**config.mk**
```make
export PLATFORM = sky130hd
export DESIGN_NAME = senone_score_store_flat
export DESIGN_NICKNAME = d
export VERILOG_FILES = /design/src/rtl/senone_score_store_if.sv /design/src/rtl/senone_score_store.sv /design/src/flat_wrapper.sv
export SDC_FILE = /design/constraint.sdc
export NUM_CORES = 1
export LEC_CHECK = 0
export CAP_MARGIN = 10
export CORE_MARGIN = 5
export CORE_UTILIZATION = 45
export CTS_BUF_LIST = sky130_fd_sc_hd__clkbuf_16
export DETAILED_ROUTE_END_ITERATION = 10
export GPL_ROUTABILITY_DRIVEN = 1
export HOLD_SLACK_MARGIN = 0.03
export SLEW_MARGIN = 20
export SYNTH_ARGS = -nofsm -noshare
export SYNTH_HDL_FRONTEND = slang
export SYNTH_SLANG_ARGS = --single-unit
```
**constraint.sdc**
```tcl
create_clock -name clk -period 3.7 [get_ports clk]
set_clock_uncertainty 0.1 [all_clocks]
set_input_delay 0.925 -clock clk [delete_from_list [all_inputs] [get_ports clk]]
set_output_delay 0.925 -clock clk [all_outputs]
set_load 0.005 [all_outputs]
```
**src/rtl/senone_score_store_if.sv**
```systemverilog
// Score-stream and read-port bundle between gdp_controller, senone_score_store
// and the downstream search stage. The master drives the stream and the read
// requests. The slave is the score store itself.
interface senone_score_store_if #(
  parameter int SCORE_WIDTH = 16
);
  logic                          score_ready;
  logic [7:0]                    senone_idx;
  logic signed [SCORE_WIDTH-1:0] senone_score;
  logic                          last_senone;
  logic                          frame_ready;
  logic signed [SCORE_WIDTH-1:0] best_score;
  logic [7:0]                    best_idx;
  logic                          rd_en;
  logic [7:0]                    rd_idx;
  logic                          rd_valid;
  logic signed [SCORE_WIDTH-1:0] rd_score;
  logic                          frame_ack;
  logic                          err;

  modport master (
    output score_ready, senone_idx, senone_score, last_senone, rd_en, rd_idx, frame_ack,
    input  frame_ready, best_score, best_idx, rd_valid, rd_score, err
  );

  modport slave (
    input  score_ready, senone_idx, senone_score, last_senone, rd_en, rd_idx, frame_ack,
    output frame_ready, best_score, best_idx, rd_valid, rd_score, err
  );
endinterface

```
**src/rtl/senone_score_store.sv**
```systemverilog
// senone_score_store: per-frame senone score RAM with best-score tracking.
// A capture happens once on each rising edge of score_ready. On last_senone the
// frame is frozen and becomes readable. frame_ack releases the frame.
// Optional build macro SCORE_NORM_EN: when it is defined, the read data is
// RAM[idx] - best_score, saturated. When it is undefined, the read data is the raw RAM word.
//
// state   | meaning
// COLLECT | accepting scores for the current frame
// DONE    | frame complete, RAM/best frozen, reads honoured
module senone_score_store #(
  parameter int N_SENONES   = 10,
  parameter int SCORE_WIDTH = 16
) (
  input logic             clk,
  input logic             nreset,
  senone_score_store_if.slave bus
);
  localparam int AW = (N_SENONES > 1) ? $clog2(N_SENONES) : 1;
  localparam logic [0:0] COLLECT = 1'b0;
  localparam logic [0:0] DONE    = 1'b1;

  logic [0:0]                    state_q, state_d;
  logic                          score_ready_q;
  logic [8:0]                    count_q, count_d;
  logic signed [SCORE_WIDTH-1:0] best_score_q, best_score_d;
  logic [7:0]                    best_idx_q, best_idx_d;
  logic                          err_q, err_d;
  logic                          rd_valid_q, rd_valid_d;
  logic signed [SCORE_WIDTH-1:0] rd_score_q, rd_score_d;
  logic signed [SCORE_WIDTH-1:0] mem [N_SENONES];

  logic                          score_edge, idx_ok, rd_idx_ok, capture, ack, rd_ok;
  logic [AW-1:0]                 wr_addr, rd_addr;
  logic signed [SCORE_WIDTH-1:0] rd_raw, rd_data;

  assign score_edge = bus.score_ready & ~score_ready_q;
  assign idx_ok     = int'(bus.senone_idx) < N_SENONES;
  assign rd_idx_ok  = int'(bus.rd_idx) < N_SENONES;
  assign capture    = score_edge && (state_q == COLLECT) && idx_ok;
  assign ack        = bus.frame_ack && (state_q == DONE);
  assign rd_ok      = bus.rd_en && (state_q == DONE) && rd_idx_ok;
  assign wr_addr    = bus.senone_idx[AW-1:0];
  assign rd_addr    = bus.rd_idx[AW-1:0];
  assign rd_raw     = mem[rd_addr];

`ifdef SCORE_NORM_EN
  logic signed [SCORE_WIDTH:0] norm_diff;
  assign norm_diff = {rd_raw[SCORE_WIDTH-1], rd_raw} - {best_score_q[SCORE_WIDTH-1], best_score_q};
  // The two top bits disagree only when the subtract leaves the score range.
  assign rd_data = (norm_diff[SCORE_WIDTH] != norm_diff[SCORE_WIDTH-1])
                 ? (norm_diff[SCORE_WIDTH] ? {1'b1, {(SCORE_WIDTH-1){1'b0}}}
                                           : {1'b0, {(SCORE_WIDTH-1){1'b1}}})
                 : norm_diff[SCORE_WIDTH-1:0];
`else
  assign rd_data = rd_raw;
`endif

  // Next-state logic for capture, best tracking, frame release and reads.
  always_comb begin
    state_d      = state_q;
    count_d      = count_q;
    best_score_d = best_score_q;
    best_idx_d   = best_idx_q;
    err_d        = err_q;
    rd_valid_d   = rd_ok;
    rd_score_d   = rd_score_q;
    if (state_q == COLLECT) begin
      if (score_edge) begin
        if (!idx_ok) begin
          err_d = 1'b1;
        end else begin
          count_d = count_q + 9'd1;
          // The first valid score always seeds best. Ties keep the earlier index.
          if ((count_q == 9'd0) || (bus.senone_score > best_score_q)) begin
            best_score_d = bus.senone_score;
            best_idx_d   = bus.senone_idx;
          end
        end
        if (bus.last_senone) begin
          state_d = DONE;
          if (count_d != 9'(N_SENONES)) err_d = 1'b1;
        end
      end
    end else begin
      if (ack) begin
        state_d      = COLLECT;
        count_d      = '0;
        best_score_d = '0;
        best_idx_d   = '0;
        err_d        = 1'b0;
      end
      // Overrun is flagged after an ack clear in the same cycle.
      if (score_edge) err_d = 1'b1;
    end
    if (bus.rd_en && !rd_idx_ok) err_d = 1'b1;
    if (rd_ok) rd_score_d = rd_data;
  end

  // Control and status registers, cleared by async reset.
  always_ff @(posedge clk or negedge nreset) begin
    if (!nreset) begin
      state_q       <= COLLECT;
      score_ready_q <= 1'b0;
      count_q       <= '0;
      best_score_q  <= '0;
      best_idx_q    <= '0;
      err_q         <= 1'b0;
      rd_valid_q    <= 1'b0;
      rd_score_q    <= '0;
    end else begin
      state_q       <= state_d;
      score_ready_q <= bus.score_ready;
      count_q       <= count_d;
      best_score_q  <= best_score_d;
      best_idx_q    <= best_idx_d;
      err_q         <= err_d;
      rd_valid_q    <= rd_valid_d;
      rd_score_q    <= rd_score_d;
    end
  end

  // Score RAM, deliberately not reset.
  always_ff @(posedge clk) begin
    if (capture) mem[wr_addr] <= bus.senone_score;
  end

  assign bus.frame_ready = (state_q == DONE);
  assign bus.best_score  = best_score_q;
  assign bus.best_idx    = best_idx_q;
  assign bus.err         = err_q;
  assign bus.rd_valid    = rd_valid_q;
  assign bus.rd_score    = rd_score_q;
endmodule
```
**src/flat_wrapper.sv**
```systemverilog
// flat-port wrapper written by rule: the top's interface ports become plain ports
module senone_score_store_flat 
#(
  parameter int N_SENONES   = 10,
  parameter int SCORE_WIDTH = 16
)
  (clk, nreset, bus_score_ready, bus_senone_idx, bus_senone_score, bus_last_senone, bus_rd_en, bus_rd_idx, bus_frame_ack, bus_frame_ready, bus_best_score, bus_best_idx, bus_rd_valid, bus_rd_score, bus_err);
  senone_score_store_if #(.SCORE_WIDTH(SCORE_WIDTH)) bus_i ();
  input logic clk;
  input logic nreset;
  input wire logic [$bits(bus_i.score_ready)-1:0] bus_score_ready;
  input wire logic [$bits(bus_i.senone_idx)-1:0] bus_senone_idx;
  input wire logic [$bits(bus_i.senone_score)-1:0] bus_senone_score;
  input wire logic [$bits(bus_i.last_senone)-1:0] bus_last_senone;
  input wire logic [$bits(bus_i.rd_en)-1:0] bus_rd_en;
  input wire logic [$bits(bus_i.rd_idx)-1:0] bus_rd_idx;
  input wire logic [$bits(bus_i.frame_ack)-1:0] bus_frame_ack;
  output wire logic [$bits(bus_i.frame_ready)-1:0] bus_frame_ready;
  output wire logic [$bits(bus_i.best_score)-1:0] bus_best_score;
  output wire logic [$bits(bus_i.best_idx)-1:0] bus_best_idx;
  output wire logic [$bits(bus_i.rd_valid)-1:0] bus_rd_valid;
  output wire logic [$bits(bus_i.rd_score)-1:0] bus_rd_score;
  output wire logic [$bits(bus_i.err)-1:0] bus_err;
  assign bus_i.score_ready = bus_score_ready;
  assign bus_i.senone_idx = bus_senone_idx;
  assign bus_i.senone_score = bus_senone_score;
  assign bus_i.last_senone = bus_last_senone;
  assign bus_i.rd_en = bus_rd_en;
  assign bus_i.rd_idx = bus_rd_idx;
  assign bus_i.frame_ack = bus_frame_ack;
  assign bus_frame_ready = bus_i.frame_ready;
  assign bus_best_score = bus_i.best_score;
  assign bus_best_idx = bus_i.best_idx;
  assign bus_rd_valid = bus_i.rd_valid;
  assign bus_rd_score = bus_i.rd_score;
  assign bus_err = bus_i.err;
  senone_score_store #(.N_SENONES(N_SENONES), .SCORE_WIDTH(SCORE_WIDTH)) u_core (.clk(clk), .nreset(nreset), .bus(bus_i));
endmodule
```
# After elaboration in Yosys (flattened, before gate mapping)
# Memory sizes are Yosys's and may differ from the RTL's. A register that Yosys moved wholly into a read port is not among the register bits.
# Index checks and enable logic that the tools add are counted.
# totals
wordCells	65
output_inout_bits	43
in_bits	38
n_memories	1
regBits	37
mem_bits_rw	160
# memory_table
memory	words	word_bits	rd	rd_clocked_by_memory_dff	wr	line	text
u_core.mem	10	16	1	1	1	senone_score_store.sv:30	logic signed [SCORE_WIDTH-1:0] mem [N_SENONES];
# classes
bitwise	3
n_reduce_logical	18
n_eq_ne	2
magnitude_cmp	3
add_sub_neg	1
mux	30
# ops
cell	count
$mux W16	5
$mux W9	6
$mux W8	5
$gt A16 B16 Y1	1
$lt A8 B4 Y1 const B	2
$mux W1	14
$add A9 B1 Y9 const B	1
$logic_not A9 Y1	1
$ne A9 B4 Y1 const B	1
$logic_and A1 B1 Y1	6
$reduce_bool A2 Y1	3
$reduce_bool A3 Y1	2
$reduce_and A2 Y1	2
$reduce_and A4 Y1	1
$logic_not A1 Y1	2
$ne A2 B2 Y1 const B	1
$not A1 Y1	2
$and A1 B1 Y1	1
$logic_or A1 B1 Y1	1

# Depth between registers and ports, before layout
# depth
ltp_word	10
ltp_mapped	9
ltp_nobuf	8

# Least setup slack after synthesis
# Ideal clock, no wire load.
# synth_path
kind	in2reg
startpoint	input bus_senone_idx[7]
endpoint	memory u_core.mem[2][0], enable pin
slack_ns	-0.451
cell_stages	5
arrival_ns	3.619
setup_time_ns	0.432
required_ns	3.168
n_path_buf	0
path_cell_list	or4_4 or2_4 nor2_4 nand2_1 nor4_1
# synth_between
elab_chain_cells	4
# synth_lines
item	line	text
start, declared	flat_wrapper.sv:12	input wire logic [$bits(bus_i.senone_idx)-1:0] bus_senone_idx;
$lt A8 B4 Y1	senone_score_store.sv:37	assign idx_ok = int'(bus.senone_idx) < N_SENONES;
$logic_and A1 B1 Y1	senone_score_store.sv:39	assign capture = score_edge && (state_q == COLLECT) && idx_ok;
$mux W1	senone_score_store.sv:124	if (capture) mem[wr_addr] <= bus.senone_score;
$mux W1 (not written as such)	senone_score_store.sv:124	
end, declared	senone_score_store.sv:30	
# No other way between the ends.

# Worst setup path in the final report
# layout_path
startpoint	input bus_senone_score[7]
endpoint	register u_core.best_score_q[5], in the netlist u_core.bus.best_score[5]
# layout_between
elab_chain_cells	4
# layout_lines
item	line	text
start, declared	flat_wrapper.sv:13	input wire logic [$bits(bus_i.senone_score)-1:0] bus_senone_score;
$gt A16 B16 Y1	senone_score_store.sv:74	if ((count_q == 9'd0) || (bus.senone_score > best_score_q)) begin
$logic_or A1 B1 Y1	senone_score_store.sv:74	
$reduce_bool A2 Y1 (no line)	-	
$reduce_and A4 Y1 (no line)	-	
end signal, assigned	senone_score_store.sv:114	best_score_q <= best_score_d;
end, declared	senone_score_store.sv:25	logic signed [SCORE_WIDTH-1:0] best_score_q, best_score_d;
# No other way between the ends.
# A chain may end at the register's enable or synchronous reset.

==> flow_metrics.env <==
export IMPL_status="finished, final reports clean"
export IMPL_antenna_found_initial=1
export IMPL_synth_edf_count=160
export IMPL_cts_resized=0
export IMPL_period_share_pct=83.68
export IMPL_holdCritPathClass="input port to async pin"
export IMPL_tightest_slew_ns=0.7103
export IMPL_peakVddDrop_mv=0.3668
export IMPL_ys_seq_elements=213
export IMPL_min_period_ns=3.096
export IMPL_detailedRoute_firstIterationViolations=413
export IMPL_hold_viol=0
export IMPL_cts_clk_slew_worst_paths_ns=0.06
export IMPL_tritoncts="yes"
export IMPL_numClockSinks=213
export IMPL_num_antenna_cells=0
export IMPL_grt_max_degree=45
export IMPL_hold_buffers=0
export IMPL_fp_dieW_um=150.9
export IMPL_start_kind="input port"
export IMPL_dpl_hpwl_um=13810
export IMPL_ant_nets=0
export IMPL_grt_use_total_pct=18.03
export IMPL_yosys_warnings=0
export IMPL_clk_latency_ns=0.51
export IMPL_cts_root_buf="clkbuf_16"
export IMPL_ys_types=53
export IMPL_rsz0062_at_grt="false"
export IMPL_drv_cap=0
export IMPL_wl_met2_um=8874
export IMPL_fp_dieH_um=150.9
export IMPL_netlist_area_leader_share_pct=53.79
export IMPL_netlist_area_um2=8932
export IMPL_cp_arrival_ns=3.39
export IMPL_cp_max_fo=18
export IMPL_first_pass_iters=4
export IMPL_n_fill_cell=1566
export IMPL_grt_ovfl_total=0
export IMPL_grt_pass1_vias=5543
export IMPL_viasPerCell=5.448
export IMPL_syn_to_final_growth_pct=24.61
export IMPL_avgSynthCellArea_um2=15.11
export IMPL_maxSlewViolCount=0
export IMPL_start_util_pct=45.75
export IMPL_drc=0
export IMPL_port_buffers=80
export IMPL_place_gp_congestion=0.8400
export IMPL_ys_dominant_reg_cell="edfxtp_1"
export IMPL_grt_pass1_wl_um=31620
export IMPL_wl_um=20200
export IMPL_synthTopCellsByArea="edfxtp_1, dfrtp_1, mux2_2"
export IMPL_worstPathRequired_ns=4.00
export IMPL_ioPinCount=81
export IMPL_synth_largest_area_cell="edfxtp_1"
export IMPL_endpoint_kind="flop"
export IMPL_cts_buffers=23
export IMPL_criticalPathCategory="input port to flop"
export IMPL_vias=5404
export IMPL_synthArstFlopShare_pct=24.88
export IMPL_clock_fmax_ghz=0.3230
export IMPL_drive_gt1_share_pct=22.42
export IMPL_fin_nets=766
export IMPL_power_total_mw=5.239
export IMPL_utilization_pct=57.00
export IMPL_max_slew_margin_pct=52.21
export IMPL_leakagePower_nw=3.951
export IMPL_cts_setup_buffers=0
export IMPL_setup_viol_count_final=0
export IMPL_wl_met3_um=1500
export IMPL_met1_length_um=9454
export IMPL_wl_per_cell_um=20.36
export IMPL_synth_seq_area_share_pct=68.64
export IMPL_htreeDepth=1
export IMPL_r2r_slack_ns=1.04
export IMPL_core_area_um2=19530
export IMPL_dieArea_um2=22770
export IMPL_cts_buffer_depth=3
export IMPL_rows=51
export IMPL_p_per_area_nw_per_um2=470.6
export IMPL_highest_signal_layer="met5"
export IMPL_syn_nets=647
export IMPL_synthCells=591
[path summary, 6_finish.rpt]
kind / to / startpoint / cells after the start
hold / removal: u_core.bus.best_idx[7] / nreset / 1
setup / recovery: u_core.bus.best_score[5] / bus_senone_score[7] / 8
max in group asynchronous: u_core.count_q[8] / nreset / 2
setup reg to reg: u_core.bus.best_score[5] / u_core.bus.best_score[7] / 8
min in group clk: u_core.bus.rd_score[12] / u_core.bus.rd_score[12] / 2
hold reg to reg: u_core.bus.rd_score[12] / u_core.bus.rd_score[12] / 2
[final cells by class]
cell class                 instances  area, um^2  share of cell area [%]
sequential                       213        6131                   55.08
multi-input combinational        330        2639                   23.71
clock inverter                    19       161.4                   1.450
clock buffer                      23       575.6                   5.171
inverter                          21       78.83                  0.7082
timing repair buffer             121        1214                   10.90
tap                              265       331.6                   2.979
[logic make-up (layout without fill, tap and decap cells)]
family / Yosys count / count (layout) / share of synthesized area (%)
flops: 213 / 213 / 68.64
xor+xnor: 3 / 3 / 0.2942
mux: 64 / 64 / 10.09
buf+inv: 48 / 184 / 2.325
fa+ha+maj: 18 / 18 / 2.521
simple gates: 135 / 135 / 8.152
compound gates: 110 / 110 / 7.984
[through the flow]
| step | setup WS, ns | area (um^2) | TNS, ns | hold slack [ns] | instances |
|---|---|---|---|---|---|
| 5_1_grt | 0.5487 | 11130 | 0 | 0.3863 | 992 |
| 6_report | 0.6038 | 11130 | 0 | 0.3312 | 992 |
| 2_1_floorplan | -0.005016 | 8945 | -0.08026 | 0.3733 | 591 |
| 3_3_place_gp | 0.2089 | 10390 | 0 | 0.3604 | 950 |
| 3_5_place_dp | 0.1272 | 10390 | 0 | 0.3700 | 950 |
| 4_1_cts | 0.6476 | 11130 | 0 | 0.3828 | 992 |
[synth_stat cells, types with 3 or more instances]
| cell type | count |
|---|---|
| o22ai_1 | 16 |
| a21oi_1 | 23 |
| mux4_2 | 16 |
| mux2_2 | 48 |
| dfrtp_1 | 53 |
| clkbuf_1 | 15 |
| and2_1 | 7 |
| o21ai_0 | 32 |
| nand2_1 | 45 |
| a22o_1 | 19 |
| nor4_1 | 5 |
| nor2_1 | 10 |
| nor3_1 | 23 |
| nand2b_1 | 4 |
| nand4_1 | 6 |
| inv_1 | 21 |
| buf_2 | 7 |
| ha_1 | 18 |
| nor2b_1 | 17 |
| o31ai_1 | 3 |
| edfxtp_1 | 160 |
[registers in the layout (all words and copies together), names as in the netlist]
name and count:
u_core.mem 160, u_core.bus.best_score 16, u_core.bus.rd_score 16, u_core.count_q 9, u_core.bus.best_idx 8, u_core.bus.err 1, u_core.bus.frame_ready 1, u_core.bus.rd_valid 1
u_core.score_ready_q 1
[cell usage in the layout (no fill, tap or decap), types with 10 or more instances in the layout]
cell type,netlist,layout
edfxtp_1,160,160
clkdlybuf4s50_1,0,78
dfrtp_1,53,53
mux2_2,48,48
nand2_1,45,45
buf_4,1,33
o21ai_0,32,32
a21oi_1,23,23
clkbuf_16,0,23
inv_1,21,22
nor3_1,23,20
a22o_1,19,19
ha_1,18,18
nor2b_1,17,17
mux4_2,16,16
o22ai_1,16,16
nor2_1,10,10
[worst max-delay path, cell delays in order]
cell and delay, ns:
clkdlybuf4s50_1 0.48, ha_1 0.36, nand4_1 0.26, nor3_1 0.33, a21boi_0 0.21, a221oi_2 0.43, nor2_4 0.16, a22o_1 0.22
[power breakdown]
group          internal, mW  leakage [nW]  switching (mW)  total [mW]
sequential             2.60          2.16          0.0225        2.63
clock                  1.29         0.373           0.926        2.21
combinational         0.197          1.42           0.205       0.402
total                  4.09          3.95            1.15        5.24
[routing by layer]
metal,track usage [%],up-vias
met4,3.898,2
met1,27.56,2704
met3,3.262,28
li1,-,2512
met5,0,-
met2,27.19,158
(Power assumes the default switching activity.)
